File: src/rtl/lcd_write_sched.sv
// lcd_write_sched: round-robin scheduler for two writers sharing the 8-bit
// LCD write port. It latches the winning byte and RS flag, then drives the
// panel strobe through setup, pulse and hold phases.
module lcd_write_sched #(
    parameter int unsigned SETUP_CYC = 2,   // data/RS stable before strobe (1..255)
    parameter int unsigned PULSE_CYC = 4,   // strobe high time (1..255)
    parameter int unsigned HOLD_CYC  = 2    // data/RS stable after strobe (1..255)
) (
    input  logic       clk,
    input  logic       rst,
    input  logic       req0,
    input  logic       rs0,
    input  logic [7:0] data0,
    output logic       ack0,
    input  logic       req1,
    input  logic       rs1,
    input  logic [7:0] data1,
    output logic       ack1,
    output logic [7:0] lcd_data,
    output logic       lcd_rs,
    output logic       lcd_wr,
    output logic       busy
);

    localparam int unsigned CNT_W  = 8;
    localparam int unsigned DATA_W = 8;

    localparam logic [1:0] ST_IDLE   = 2'd0;
    localparam logic [1:0] ST_SETUP  = 2'd1;
    localparam logic [1:0] ST_STROBE = 2'd2;
    localparam logic [1:0] ST_HOLD   = 2'd3;

    // Phase lengths are loaded as "remaining cycles minus one".
    localparam logic [CNT_W-1:0] SETUP_LD = CNT_W'(SETUP_CYC - 1);
    localparam logic [CNT_W-1:0] PULSE_LD = CNT_W'(PULSE_CYC - 1);
    localparam logic [CNT_W-1:0] HOLD_LD  = CNT_W'(HOLD_CYC - 1);

    logic [1:0]        state_q;
    logic [1:0]        state_d;
    logic [CNT_W-1:0]  cnt_q;
    logic [CNT_W-1:0]  cnt_d;
    logic              last_grant_q;
    logic              last_grant_d;

    logic [DATA_W-1:0] lcd_data_d;
    logic              lcd_rs_d;
    logic              lcd_wr_d;
    logic              ack0_d;
    logic              ack1_d;
    logic              busy_d;

    logic              any_req;
    logic              grant_port;
    logic              cnt_zero;

    // Arbitration: a lone requester wins; on a tie the port not served last wins.
    always_comb begin
        any_req    = req0 | req1;
        grant_port = req1 & (~req0 | ~last_grant_q);
        cnt_zero   = (cnt_q == '0);
    end

    // Next-state, counter and registered-output decode.
    always_comb begin
        state_d      = state_q;
        cnt_d        = cnt_q;
        last_grant_d = last_grant_q;
        lcd_data_d   = lcd_data;
        lcd_rs_d     = lcd_rs;
        ack0_d       = 1'b0;
        ack1_d       = 1'b0;

        case (state_q)
            ST_IDLE: begin
                if (any_req) begin
                    state_d      = ST_SETUP;
                    cnt_d        = SETUP_LD;
                    last_grant_d = grant_port;
                    lcd_data_d   = grant_port ? data1 : data0;
                    lcd_rs_d     = grant_port ? rs1 : rs0;
                    ack0_d       = ~grant_port;
                    ack1_d       = grant_port;
                end
            end
            ST_SETUP: begin
                if (cnt_zero) begin
                    state_d = ST_STROBE;
                    cnt_d   = PULSE_LD;
                end else begin
                    cnt_d = cnt_q - CNT_W'(1);
                end
            end
            ST_STROBE: begin
                if (cnt_zero) begin
                    state_d = ST_HOLD;
                    cnt_d   = HOLD_LD;
                end else begin
                    cnt_d = cnt_q - CNT_W'(1);
                end
            end
            ST_HOLD: begin
                if (cnt_zero) begin
                    state_d = ST_IDLE;
                end else begin
                    cnt_d = cnt_q - CNT_W'(1);
                end
            end
            default: begin
                state_d = ST_IDLE;
                cnt_d   = '0;
            end
        endcase

        lcd_wr_d = (state_d == ST_STROBE);
        busy_d   = (state_d != ST_IDLE);
    end

    // State, phase counter and fairness pointer.
    always_ff @(posedge clk or posedge rst) begin
        if (rst) begin
            state_q      <= ST_IDLE;
            cnt_q        <= '0;
            last_grant_q <= 1'b1;
        end else begin
            state_q      <= state_d;
            cnt_q        <= cnt_d;
            last_grant_q <= last_grant_d;
        end
    end

    // Registered panel and handshake outputs.
    always_ff @(posedge clk or posedge rst) begin
        if (rst) begin
            lcd_data <= '0;
            lcd_rs   <= 1'b0;
            lcd_wr   <= 1'b0;
            ack0     <= 1'b0;
            ack1     <= 1'b0;
            busy     <= 1'b0;
        end else begin
            lcd_data <= lcd_data_d;
            lcd_rs   <= lcd_rs_d;
            lcd_wr   <= lcd_wr_d;
            ack0     <= ack0_d;
            ack1     <= ack1_d;
            busy     <= busy_d;
        end
    end

endmodule
File: config.mk
export PLATFORM = sky130hd
export DESIGN_NAME = lcd_write_sched
export DESIGN_NICKNAME = d
export VERILOG_FILES = /design/src/rtl/lcd_write_sched.sv
export SDC_FILE = /design/constraint.sdc
export NUM_CORES = 1
export LEC_CHECK = 0
export ABC_AREA = 1
export CAP_MARGIN = 20
export CORE_ASPECT_RATIO = 1.4
export CORE_MARGIN = 2
export CORE_UTILIZATION = 35
export CTS_CLUSTER_SIZE = 28
export DETAILED_ROUTE_END_ITERATION = 12
export PLACE_DENSITY = 0.65
export SLEW_MARGIN = 25
export SYNTH_ARGS = -nofsm -noshare
export SYNTH_HDL_FRONTEND = slang
export SYNTH_SLANG_ARGS = --single-unit
File: constraint.sdc
create_clock -name clk -period 3.35 [get_ports clk]
set_input_delay 1.005 -clock clk [delete_from_list [all_inputs] [get_ports clk]]
set_output_delay 1.005 -clock clk [all_outputs]
set_load 0.03 [all_outputs]
# After elaboration in Yosys (flattened, before gate mapping)
# Cells that the tools add are included.
# W data, S select, Z words.
[op_classes] mux=16 n_eq_ne=6 n_addsub=1 n_bitwise=6 reduce_logical=5
[op_table] operator="$mux W8" count=5
[op_table] operator="$pmux W8 S4" count=1
[op_table] operator="$logic_not A8 Y1" count=1
[op_table] operator="$mux W2" count=4
[op_table] operator="$pmux W2 S4" count=1
[op_table] operator="$sub A8 B1 Y8 const B" count=1
[op_table] operator="$eq A2 B2 Y1 const B" count=3
[op_table] operator="$mux W1" count=5
[op_table] operator="$ne A2 B2 Y1 const B" count=2
[op_table] operator="$reduce_and A2 Y1" count=2
[op_table] operator="$not A1 Y1" count=3
[op_table] operator="$eq A2 B1 Y1 const B" count=1
[op_table] operator="$logic_not A2 Y1" count=1
[op_table] operator="$or A1 B1 Y1" count=2
[op_table] operator="$reduce_bool A2 Y1" count=1
[op_table] operator="$and A1 B1 Y1" count=1
[word_totals] in_bits=22 wordCells=43 out_inout_bits=13 regBits=24

# Depth between registers and ports, before layout
[depth] depth_word=6 depth_mapped=9

# Least setup slack after synthesis
# No wires, ideal clock.
[synth_path] path_kind="input port to flip-flop" from="input req1" to="register cnt_q[5]" t_required_ns=3.233 cell_stages=6 slack_ns=1.635 arrival_time_ns=1.598 setup_time_ns=0.117 path_cell_list="nor2_2 -> nand2_1 -> nand3_1 -> nand2_1 -> nand2_1 -> nor2_1"
[synth_via] elab_chain_cells=3
[synth_rtl] item="from (decl)" line="15" text="input logic req1,"
[synth_rtl] item="$or A1 B1 Y1" line="58" text="any_req = req0 | req1;"
[synth_rtl] item="$ne A2 B2 Y1 (no source line)"
[synth_rtl] item="$reduce_and A2 Y1 (no source line)"
[synth_rtl] item="to (signal assigned)" line="126" text="cnt_q <= cnt_d;"
[synth_rtl] item="to (decl)" line="40" text="logic [CNT_W-1:0] cnt_q;"
# Every way passes these cells.
# A chain may end at the register's enable or synchronous reset.

# Worst setup path in the final report
[layout_path] from="register lcd_data[7]" to="output lcd_data[7]"
[layout_lines] item="from (decl)" line="19" text="output logic [7:0] lcd_data,"
[layout_lines] item="from (signal assigned)" line="141" text="lcd_data <= lcd_data_d;"
# No word-level cell between the ends.

==> results.yml <==
outcome:
  status: "completed"
setup_path:
  critical_path_arrival_ns: 1.33
  crit_start: "lcd_data[7]"
  critPathLaunchType: "flop"
  setup.worst_path.end: "lcd_data[7]"
  critPathMaxStageDelay_ns: 0.69
  reg2reg_slack_ns: 1.79
  regToRegStartpoint: "cnt_q[0]"
  cp_top_family: "buffers and inverters"
  cp-end-kind: "output pin"
  path_buf_inv: 1
  r2r_cells: 7
  worstReg2RegEnd: "cnt_q[1]"
  worstPathMaxFanout: 2
  cp_slowest_cell: "clkdlybuf4s50_1"
  worstPathCellList: "clkdlybuf4s50_1"
  worst-path-stages: 1
  crit_type: "flop to output pin"
  required_ns: 2.34
placed_design:
  gp_congestion: 0.879
  dp.final_hpwl_um: 2280
  portBuffers: 34
die:
  dieArea_um2: 4030
  fp.dieH_um: 74.3
  initial_utilization_pct: 36.6
  ioPinCount: 35
  fp-row-count: 25
  core-area_um2: 3380
  dieWidth_um: 54.2
yosys:
  synth_flop_cell: "dfrtp_1"
  synth_area_um2: 1240
  synth_top_cell_area_share_pct: 46.6
  synth_warnings: 0
  synth_area_leaders: "dfrtp_1, nand2_1, nand3_1, inv_1, nor2_1"
  synth-edff-count: 0
  seq_area_frac_synth_pct: 48.7
  syn_nets: 174
  synth_most_common_cell: "nand2_1"
  syn_avg_cell_area_um2: 8.24
  ys_ff_latch: 24
  synth-async-reset-ratio_pct: 100
  synth_common_cells: "nand2_1, dfrtp_1, nand3_1, inv_1, nor2_1"
  synth_cell_types: 23
  synth_top_area_cell: "dfrtp_1"
  netlist_instances: 150
drt:
  vias: 1102
  final_antenna_net_count: 0
  wire_per_inst_um: 12.5
  via_per_inst: 4.83
  drtIter0Drc: 23
  wl_um: 2860
  drc: 0
  drt_first_pass_iters: 4
cts:
  cts_hold_buf: 0
  postCtsResizedCells: 0
  cts_buffers: 3
  cts_tree: "yes"
  clk_pin_slew_worst_paths_ns: 0.09
  clockBufferDepth: 2
  cts.sinks: 24
  clk_latency_ns: 0.27
  cts-htree-levels: 1
  cts-root-buf: "clkbuf_8"
  post-cts-setup-buffers: 0
power_and_ir_drop:
  peakVddDrop_uv: 171
  p_comb_share_pct: 9.8
  clkPwrFrac_pct: 41.4
  power_leakage_nw: 0.793
  powerDensity_nw_per_um2: 361
  swShare_pct: 20.2
  internal_power_mw: 0.489
  p_sw_mw: 0.124
  seqPwrFrac_pct: 48.7
timing:
  hold_viol_final: 0
  hold_slack_ns: 0.472
  period_needed_ns: 2.33
  max_freq_ghz: 0.429
  slew_headroom_pct: 44.1
  setup_violations: 0
  skew_ns: 0.00673
  drv_slew: 0
  rsz0062_at_grt: "no"
  period_share_pct: 69.6
  finalSetupTns_ns: 0
  tightest_slew_ns: 0.834
global_routing:
  track_usage_pct: 16.6
  grt_pass1_wl_um: 4970
  grt_pass1_vias: 1215
  antenna_found_initial: 0
  overflow: 0
  grt_max_degree: 25
layout:
  drive_gt1_share_pct: 14.4
  antenna_cells: 0
  final_nets: 213
  syn2layout_area_growth_pct: 37.3
run:
  max_cap_violations: 0
worst_hold_path:
  hold_path.class: "flop to flop"
state kept, by name (all words and copies together) (netlist names):
signal        count
lcd_rs            1
lcd_wr            1
cnt_q             8
busy              1
lcd_data          8
state_q           2
last_grant_q      1
ack1              1
ack0              1
worst min path at each step:
stage,startpoint,end,slack (ns),cells after the start
2_1_floorplan,last_grant_q,last_grant_q,0.44,2
3_3_place_gp,last_grant_q,last_grant_q,0.45,2
3_5_place_dp,last_grant_q,last_grant_q,0.46,2
4_1_cts,last_grant_q,last_grant_q,0.47,2
5_1_grt,last_grant_q,last_grant_q,0.52,2
6_report,last_grant_q,last_grant_q,0.47,2
metal layers:
metal | up-vias | track usage, % | wire length [um]
met5 | - | 0 | 0
met4 | 0 | 7.22 | 78
met3 | 9 | 3.61 | 164
met2 | 50 | 30.7 | 1530
met1 | 492 | 17.4 | 1090
li1 | 551 | - | -
cells in the final DEF (no fill, tap or decap):
master / instances
o21ai_2: 3
clkdlybuf4s50_1: 34
a21oi_1: 3
o211ai_1: 2
inv_1: 8
nand3_1: 16
clkinv_2: 1
o21ai_0: 1
dfrtp_1: 23
nand2_1: 55
o2111ai_1: 2
clkbuf_8: 3
inv_2: 7
nor2_4: 3
ha_1: 2
nand4_1: 2
nand2_4: 2
o22ai_2: 1
bufinv_16: 1
nor2_2: 2
nand3_4: 1
dfstp_2: 1
xor2_1: 2
nand2_2: 2
clkinv_1: 2
nor2_1: 9
stage by stage:
stage          cells  setup slack, ns  utilization, %  power, mW  instance area [um^2]
2_1_floorplan    150             1.64               -      0.325                  1240
3_3_place_gp     224             1.09            48.1      0.364                  1630
3_5_place_dp     224             1.06            48.1      0.365                  1630
4_1_cts          228             1.02            50.3      0.619                  1700
5_1_grt          228            0.971            50.3      0.636                  1700
6_report         228             1.02            50.3      0.612                  1700
area by class of cell:
class / instances / area, um^2
Timing Repair Buffer: 34 / 340
Clock inverter: 1 / 30.0
Multi-Input combinational cell: 108 / 566
Tap cell: 40 / 50.0
Fill cell: 351 / 1680
Sequential cell: 24 / 602
Clock buffer: 3 / 41.3
Inverter: 18 / 68.8
power groups by stage:
stage | clock, mW | combinational (mW) | sequential, mW
2_1_floorplan | 0 | 0.0104 | 0.315
4_1_cts | 0.259 | 0.0616 | 0.298
3_5_place_dp | 0 | 0.0618 | 0.303
5_1_grt | 0.271 | 0.0661 | 0.299
6_report | 0.253 | 0.0603 | 0.298
3_3_place_gp | 0 | 0.0604 | 0.304
logic make-up after synthesis:
kind of cell / after synthesis / share of synthesized area [%]
and+or+nand+nor: 92 / 34.9
DFF: 24 / 48.7
buffers and inverters: 18 / 5.57
AOI/OAI and AO/OA: 12 / 7.39
xor gates and xnor gates: 2 / 1.42
adders and majority gates: 2 / 2.02
No activity file was read; power rests on OpenSTA's default activity.
